### config.mk
export PLATFORM = sky130hd
export DESIGN_NAME = regfile_writeback_arbiter
export DESIGN_NICKNAME = d
export VERILOG_FILES = /design/src/rtl/regfile_writeback_arbiter.sv
export SDC_FILE = /design/constraint.sdc
export NUM_CORES = 1
export LEC_CHECK = 0
export CAP_MARGIN = 20
export CORE_MARGIN = 5
export CORE_UTILIZATION = 35
export CTS_CLUSTER_SIZE = 16
export DETAILED_ROUTE_END_ITERATION = 7
export SLEW_MARGIN = 20
export SYNTH_ARGS = -nofsm -noshare
export SYNTH_HDL_FRONTEND = slang
export SYNTH_SLANG_ARGS = --single-unit
### constraint.sdc
create_clock -name clk -period 7.45 [get_ports clk]
set_clock_uncertainty 0.1 [all_clocks]
set_input_delay 0.745 -clock clk [delete_from_list [all_inputs] [get_ports clk]]
set_output_delay 0.745 -clock clk [all_outputs]
set_load 0.02 [all_outputs]
### src/rtl/regfile_writeback_arbiter.sv
// Register-file writeback arbiter: rotating-priority grant of up to WRITE_PORTS
// functional-unit writebacks per cycle onto registered regfile write ports.

module regfile_wb_port #(
  parameter int XLEN = 32
) (
  input  logic            clk,
  input  logic            rst,
  input  logic            load,
  input  logic [4:0]      rd,
  input  logic [XLEN-1:0] data,
  output logic            we_q,
  output logic [4:0]      rd_q,
  output logic [XLEN-1:0] data_q
);
  // rd/data keep their last value on idle cycles; only we pulses.
  always_ff @(posedge clk) begin
    if (!rst) begin
      we_q   <= 1'b0;
      rd_q   <= '0;
      data_q <= '0;
    end else begin
      we_q <= load;
      if (load) begin
        rd_q   <= rd;
        data_q <= data;
      end
    end
  end
endmodule

module regfile_writeback_arbiter #(
  parameter int NUM_UNITS    = 4,
  parameter int COMMIT_PORTS = 2,
  parameter int WRITE_PORTS  = COMMIT_PORTS,
  parameter int XLEN         = 32,
  parameter int CNT_W        = 16
) (
  input  logic                                clk,
  input  logic                                rst,
  input  logic [NUM_UNITS-1:0]                unit_valid,
  input  logic [NUM_UNITS-1:0][4:0]           unit_rd,
  input  logic [NUM_UNITS-1:0][XLEN-1:0]      unit_data,
  output logic [NUM_UNITS-1:0]                unit_ack,
  input  logic                                wb_hold,
  output logic [WRITE_PORTS-1:0]              port_we,
  output logic [WRITE_PORTS-1:0][4:0]         port_rd,
  output logic [WRITE_PORTS-1:0][XLEN-1:0]    port_data,
  output logic [CNT_W-1:0]                    defer_count
);
  localparam int PTR_W = (NUM_UNITS > 1) ? $clog2(NUM_UNITS) : 1;

  logic [PTR_W-1:0]                    rr_ptr, rr_nxt, u, skip_unit, last_unit;
  logic [WRITE_PORTS-1:0]              slot_vld;
  logic [WRITE_PORTS-1:0][4:0]         slot_rd;
  logic [WRITE_PORTS-1:0][XLEN-1:0]    slot_data;
  logic                                skip_found, any_grant, pend, conflict, placed;

  always_comb begin
    unit_ack   = '0;
    slot_vld   = '0;
    slot_rd    = '0;
    slot_data  = '0;
    skip_found = 1'b0;
    skip_unit  = '0;
    any_grant  = 1'b0;
    last_unit  = '0;
    pend       = 1'b0;
    conflict   = 1'b0;
    placed     = 1'b0;
    u          = '0;
    if (rst && !wb_hold) begin
      for (int k = 0; k < NUM_UNITS; k++) begin
        u = PTR_W'((int'(rr_ptr) + k) % NUM_UNITS);
        if (unit_valid[u]) begin
          if (unit_rd[u] == 5'd0) begin
            unit_ack[u] = 1'b1;
          end else begin
            // Two same-rd writes in one cycle would corrupt the LVT XOR banks.
            conflict = 1'b0;
            for (int s = 0; s < WRITE_PORTS; s++)
              if (slot_vld[s] && slot_rd[s] == unit_rd[u]) conflict = 1'b1;
            placed = 1'b0;
            if (conflict) begin
              pend = 1'b1;
              if (!skip_found) begin
                skip_found = 1'b1;
                skip_unit  = u;
              end
            end else begin
              for (int s = 0; s < WRITE_PORTS; s++) begin
                if (!placed && !slot_vld[s]) begin
                  slot_vld[s]  = 1'b1;
                  slot_rd[s]   = unit_rd[u];
                  slot_data[s] = unit_data[u];
                  placed       = 1'b1;
                end
              end
              if (placed) begin
                unit_ack[u] = 1'b1;
                any_grant   = 1'b1;
                last_unit   = u;
              end else begin
                pend = 1'b1;
              end
            end
          end
        end
      end
    end
    // A conflict-skipped unit gets top priority next cycle.
    rr_nxt = rr_ptr;
    if (skip_found)
      rr_nxt = skip_unit;
    else if (any_grant)
      rr_nxt = (last_unit == PTR_W'(NUM_UNITS-1)) ? '0 : last_unit + PTR_W'(1);
  end

  always_ff @(posedge clk) begin
    if (!rst) begin
      rr_ptr      <= '0;
      defer_count <= '0;
    end else begin
      rr_ptr <= rr_nxt;
      if (pend && defer_count != {CNT_W{1'b1}})
        defer_count <= defer_count + CNT_W'(1);
    end
  end

  for (genvar p = 0; p < WRITE_PORTS; p++) begin : g_port
    regfile_wb_port #(.XLEN(XLEN)) u_port (
      .clk    (clk),
      .rst    (rst),
      .load   (slot_vld[p]),
      .rd     (slot_rd[p]),
      .data   (slot_data[p]),
      .we_q   (port_we[p]),
      .rd_q   (port_rd[p]),
      .data_q (port_data[p])
    );
  end
endmodule

==> results.yml, run 1 <==
cts:
  cts_buffers: 9
  clockBufferDepth: 2
  clk_latency_ns: 0.35
  root_buffer: "clkbuf_16"
  htree_levels: 3
  cts_sinks: 94
  cts.clk_slew.worst_paths_ns: 0.07
  hold_buffers: 0
  cts_setup_buffers: 0
  cts_resized: 0
  tritoncts: "done"
floorplanning:
  start_util: 0.354
  ioPinCount: 251
  rows: 61
  dieWidth_um: 178
  die_y_um: 178
  core_area_um2: 27800
  dieArea_um2: 31500
synthesis:
  yosys.cell_types.count: 86
  synth_compound_gate_area_share: 0.197
  synth_nets: 1113
  syn_area_um2: 9820
  ys_seq_elements: 94
  ys.flop_type: "dfxtp_1"
  synth_top_family_by_area: "multiplexers"
  synthAdderAreaFrac: 0.00637
  synth.avg_cell_area_um2: 10.3
  muxShareOfSynthArea: 0.393
  ys_warn_count: 0
  yosys.area_share.simple: 0.137
  synth-edff-count: 0
  async_reset_ff_frac: 0
  yosysSeqAreaShare: 0.192
  synth_xor_area_frac: 0.0177
  syn_inst: 953
placed_design:
  routabilityCongestion: 0.928
  dpl.hpwl_mm: 24.8
  post-place-ws_ns: 1.15
  port_buffers: 250
power_and_ir_drop:
  power.leakage_uw: 0.00408
  pwr-share-seq: 0.151
  powerDensity_nw_per_um2: 435
  clkPwrFrac: 0.090
  p_int_uw: 2800
  p_switching_uw: 2760
  power_frac_comb: 0.759
  peakVddDrop_mv: 0.239
  swShare: 0.496
drt:
  via_per_inst: 6.46
  wl_per_cell_um: 23.8
  antenna_left: 0
  wirelength_mm: 35.9
  drtIter0Drc: 1296
  vias: 9747
  drtPass1Iterations: 7
  drc_errors: 0
setup_path:
  slowest_delay_ns: 0.69
  end_kind: "output pin"
  arrival_ns: 5.87
  crit_path_start: "rr_ptr[1]"
  worstSetupPathType: "flip-flop to output pin"
  timing.rr.end: "g_port[1].u_port.data_q[31]"
  crit_chain: "inv_1 -> ha_4 -> buf_4 -> mux4_2 -> or4_1 -> o21a_2 -> o2111a_1 -> or4_1 -> nor4_2 -> a221oi_2 -> o21a_1 -> nand2_1 -> a21oi_1 -> clkdlybuf4s50_1"
  r2r_slack_ns: 1.50
  cp.required_ns: 6.61
  ff2ff_path_depth: 15
  cp_top_family: "simple AND/OR/NAND/NOR gates"
  crit_slowest_cell: "dfxtp_4"
  crit_fanout: 34
  start_kind: "flip-flop"
  critPathBufInv: 3
  r2r_start: "rr_ptr[1]"
  crit_top_cell: "or4_1"
timing:
  worst_slack_ns: 0.737
  slew_headroom: 0.365
  rsz0062_at_grt: "false"
  hold_viol: 0
  max_freq_mhz: 149
  slew_violations: 0
  finalSetupViolCount: 0
  finalCritPeriodShare: 0.901
  layout_min_cycle_time_ns: 6.71
  timing.hold.ws_ns: 0.362
  tightest_slew_ns: 0.952
  finalSetupTns_ns: 0
global_routing:
  antenna_found_initial: 3
  grt_pass1_wl_mm: 54.8
  grt_pass1_vias: 9329
  grt.overflow.total: 0
  grt_usage: 0.220
  grt_max_degree: 111
finish:
  fillers: 2633
  syn_to_final_growth_pct: 30.0
  register_area_um2: 1890
  layout-drive-gt1-share: 0.192
  finalNetCount: 1284
  finish.utilization: 0.460
  multiInputGateArea_um2: 7430
worst_hold_path:
  worstHoldEndpoint: "g_port[0].u_port.rd_q[2]"
  holdPathStages: 2
  hold_path_class: "flip-flop to flip-flop"
  hp-start: "g_port[0].u_port.rd_q[2]"
run:
  max-cap-violations: 0
run_status:
  status: "finished clean"
## registers in the layout, summed over array words and instances, names as in the netlist
register	count
g_port.u_port.data_q	64
g_port.u_port.rd_q	10
rr_ptr	2
defer_count	16
g_port.u_port.we_q	2
## area by class of cell
cell class / count / share of cell area
multi-input combinational: 741 / 0.581
timing repair buffer: 266 / 0.206
sequential: 94 / 0.148
tap: 378 / 0.0370
clock buffer: 9 / 0.0176
clock inverter: 6 / 0.00549
inverter: 12 / 0.00392
antenna: 2 / 0.000392
## power by group through the flow
stage / registers (µW) / clock network, µW / logic [µW]
floorplan: 994 / 0 / 2800
global placement: 851 / 0 / 4180
detailed placement: 851 / 0 / 4170
CTS: 843 / 511 / 4180
global route: 865 / 522 / 4540
finish: 840 / 498 / 4210
## through the flow
stage / power (µW) / cell area (µm²) / cells
CTS: 5530 / 12800 / 1506
global placement: 5030 / 12500 / 1491
floorplan: 3800 / 9820 / 953
detailed placement: 5020 / 12500 / 1491
finish: 5550 / 12800 / 1508
global route: 5930 / 12800 / 1508
## worst reg2reg max path: stages (launching register included)
cell,delay (ns)
dfxtp_4,0.69
inv_1,0.23
ha_4,0.34
buf_4,0.39
mux4_2,0.50
or4_1,0.67
o21a_2,0.38
o2111a_1,0.28
or4_1,0.53
nor4_2,0.38
a221oi_2,0.18
nand2_1,0.21
nor2_4,0.12
buf_4,0.30
a222oi_1,0.40
o21ai_0,0.11
## synth_stat cells (all sizes together), types with 8 or more instances
cell type	count	area share
a21oi	24	0.013
a221oi	37	0.034
a222oi	38	0.039
a22oi	33	0.025
and2	11	0.0070
buf	30	0.023
clkbuf	76	0.029
dfxtp	94	0.19
inv	12	0.0051
mux2i	43	0.044
mux4	152	0.35
nand2	89	0.034
nand2b	10	0.0064
nand3	52	0.026
nor2	57	0.023
nor3	10	0.0062
o21ai	56	0.030
or4	8	0.0061
xnor2	13	0.012
## metal layers
layer | part of all wire | vias up | GRT usage
met1 | 0.43 | 4833 | 0.315
li1 | - | 4300 | -
met3 | 0.091 | 58 | 0.0424
met4 | 0.027 | 2 | 0.0722
met2 | 0.45 | 554 | 0.334
met5 | 0.00036 | - | 0
## placed cells by master, fill, tap and decap left out, types with 4 or more instances in the layout
cell type          n
clkdlybuf4s50_1  249
mux4_2           152
dfxtp_1           92
nand2_1           89
nor2_1            53
nand3_1           52
mux2i_1           43
a222oi_1          38
a221oi_1          36
a22oi_1           33
o21ai_0           31
a21oi_1           23
o21ai_1           22
buf_4             16
xnor2_1           12
inv_1             11
and2_1            10
nand2b_1          10
clkbuf_16          9
or4_1              8
nor3_1             7
and3_1             6
xor2_1             6
o221ai_1           4
o21a_1             4
o31ai_1            4
o211ai_1           4
a31oi_1            4
ha_1               4
## how the worst max path moves through the flow
stage                  end  slack, ns  depth (start not counted)
2_1_floorplan  unit_ack[0]       0.94                         20
3_3_place_gp   unit_ack[2]       1.24                         14
3_5_place_dp   unit_ack[1]       1.15                         14
4_1_cts        unit_ack[1]       0.74                         14
5_1_grt        unit_ack[2]       0.38                         13
6_report       unit_ack[1]       0.74                         14
## cell families after synthesis
| kind of cell | count (synthesis) |
|---|---|
| muxes | 196 |
| AOI/OAI and AO/OA | 251 |
| buffers and inverters | 118 |
| DFF | 94 |
| and+or+nand+nor | 270 |
| adders and majority gates | 5 |
| xor gates and xnor gates | 19 |
(Power assumes the default switching activity.)
==> run 2, diff against run 1 <==
--- a/config.mk
+++ b/config.mk
@@ -6,7 +6,7 @@
 export NUM_CORES = 1
 export LEC_CHECK = 0
 export CAP_MARGIN = 20
-export CORE_MARGIN = 5
+export CORE_ASPECT_RATIO = 0.6
 export CORE_UTILIZATION = 35
 export CTS_CLUSTER_SIZE = 16
 export DETAILED_ROUTE_END_ITERATION = 7
==> run 2 against run 1 <==
  * Maximum frequency fell by 1.0%
  * Critical path depth did not move
  * Die area fell by 8.7%
  * Register-to-register slack got worse by 0.25 ns
  * Clock power rose by 4.0%
  * Non-clock buffer count rose by 2
==> results.yml, run 2 (synthesis results as in run 1) <==
finish:
  finalNetCount: 1286
  antennaDiodeCount: 0
  syn_to_final_growth_pct: 30.0
  layout-drive-gt1-share: 0.195
  reg_top3: "g_port.u_port.data_q x64, defer_count x16, g_port.u_port.rd_q x10"
  top_register: "g_port.u_port.data_q"
  final_cell_mix: "clkdlybuf4s50_1 (249), mux4_2 (152), dfxtp_1 (92)"
  finish.utilization: 0.463
  largest_reg_flops: 64
  final_common_cell: "clkdlybuf4s50_1"
drt:
  drtIter0Drc: 1230
  drtPass1Iterations: 7
  wirelength_mm: 36.9
  wl_per_cell_um: 24.6
  antenna_left: 0
  via_per_inst: 6.63
  drc_errors: 0
  vias: 9928
timing:
  rsz0062_at_grt: "false"
  layout_min_cycle_time_ns: 6.78
  slew_violations: 0
  finalCritPeriodShare: 0.911
  slew_headroom: 0.334
  tightest_slew_ns: 0.998
  hold_viol: 0
  max_freq_mhz: 147
  finalSetupViolCount: 0
  finalSetupTns_ns: 0
global_routing:
  grt_max_degree: 61
  grt_usage: 0.253
  grt_pass1_wl_mm: 56.0
  grt_pass1_vias: 9326
  grt.overflow.total: 0
  antenna_found_initial: 1
cts:
  clockBufferDepth: 2
  tritoncts: "done"
  cts_setup_buffers: 0
  htree_levels: 3
  root_buffer: "clkbuf_16"
  clk_latency_ns: 0.37
  cts_buffers: 9
  cts_sinks: 94
  cts_resized: 0
  hold_buffers: 0
  cts.clk_slew.worst_paths_ns: 0.08
power_and_ir_drop:
  swShare: 0.503
  pwr-share-seq: 0.150
  peakVddDrop_mv: 0.299
  power_uw: 5650
  power_frac_comb: 0.758
  p_int_uw: 2810
  power.leakage_uw: 0.00411
  p_switching_uw: 2850
  clkPwrFrac: 0.092
  powerDensity_nw_per_um2: 443
setup_path:
  worstSetupPathType: "flip-flop to output pin"
  crit_end: "unit_ack[1]"
  arrival_ns: 5.94
  crit_top_cell: "or4_1"
  crit_chain: "inv_1 -> ha_4 -> buf_4 -> mux4_2 -> or4_1 -> o21a_2 -> o2111a_1 -> or4_1 -> nor4_2 -> a221oi_2 -> o21a_1 -> nand2_1 -> a21oi_1 -> clkdlybuf4s50_1"
  cp.depth: 14
  end_kind: "output pin"
  timing.rr.end: "g_port[1].u_port.data_q[28]"
  ff2ff_path_depth: 14
  r2r_slack_ns: 1.25
  slowest_delay_ns: 0.67
  r2r_start: "rr_ptr[1]"
  crit_fanout: 27
  cp_top_family: "simple AND/OR/NAND/NOR gates"
  critPathBufInv: 3
  crit_slowest_cell: "or4_1"
  crit_path_start: "rr_ptr[1]"
  start_kind: "flip-flop"
  cp.required_ns: 6.61
worst_hold_path:
  hold_path_class: "flip-flop to flip-flop"
floorplanning:
  core_area_um2: 27600
  dieWidth_um: 218
  rows: 47
  die_y_um: 132
  dieArea_um2: 28800
  start_util: 0.356
  ioPinCount: 251
run:
  max-cap-violations: 0
run_status:
  status: "finished clean"
placed_design:
  port_buffers: 250
  dpl.hpwl_mm: 26.0
  routabilityCongestion: 1.03
[run 2: per-layer routing]
layer,wire [µm],global-route usage
met1,16800,0.388
met2,14900,0.341
met3,4560,0.0777
met4,652,0.0591
met5,0,0
[run 2: cell type report]
class | count | area [µm²]
multi-input cells | 741 | 7430
clock inverters | 7 | 87.6
fillers | 2586 | 14800
flip-flops and latches | 94 | 1890
inverters | 12 | 50.0
repair buffers | 268 | 2640
clock buffers | 9 | 225
well taps | 367 | 459
[run 2: stage by stage]
step | cell area, µm² | worst slack [ns] | hold slack, ns | cells
after global routing | 12800 | 0.393 | 0.373 | 1498
after detailed placement | 12500 | 1.12 | 0.345 | 1482
after global placement | 12500 | 1.20 | 0.343 | 1482
after floorplan | 9820 | 0.941 | 0.427 | 953
final | 12800 | 0.667 | 0.360 | 1498
after CTS | 12800 | 0.730 | 0.363 | 1498
[run 2: worst reg2reg max path, stage by stage (launching register included)]
cell	delay (ns)
dfxtp_4	0.66
inv_1	0.21
ha_4	0.48
buf_4	0.33
mux4_2	0.46
or4_1	0.68
o21a_2	0.39
nor2_1	0.39
nand2_1	0.34
a221oi_2	0.47
nand2_1	0.22
nor2_4	0.58
buf_4	0.45
a222oi_1	0.18
o21ai_0	0.18
[run 2: how the worst min path moves through the flow]
stage                                     start                          end  cells after the start  slack [ns]
floorplan              g_port[0].u_port.rd_q[2]     g_port[0].u_port.rd_q[2]                      2        0.43
global placement       g_port[0].u_port.rd_q[2]     g_port[0].u_port.rd_q[2]                      2        0.34
detailed placement     g_port[0].u_port.rd_q[3]     g_port[0].u_port.rd_q[3]                      2        0.35
CTS                 g_port[0].u_port.data_q[15]  g_port[0].u_port.data_q[15]                      2        0.36
global route        g_port[0].u_port.data_q[11]  g_port[0].u_port.data_q[11]                      2        0.37
finish              g_port[0].u_port.data_q[18]  g_port[0].u_port.data_q[18]                      2        0.36
[run 2: power by group through the flow]
| stage | Sequential [µW] | Clock, µW | Combinational, µW |
|---|---|---|---|
| 2_1_floorplan | 994 | 0 | 2800 |
| 3_3_place_gp | 860 | 0 | 4190 |
| 3_5_place_dp | 861 | 0 | 4210 |
| 4_1_cts | 851 | 533 | 4220 |
| 5_1_grt | 877 | 550 | 4580 |
| 6_report | 850 | 518 | 4290 |
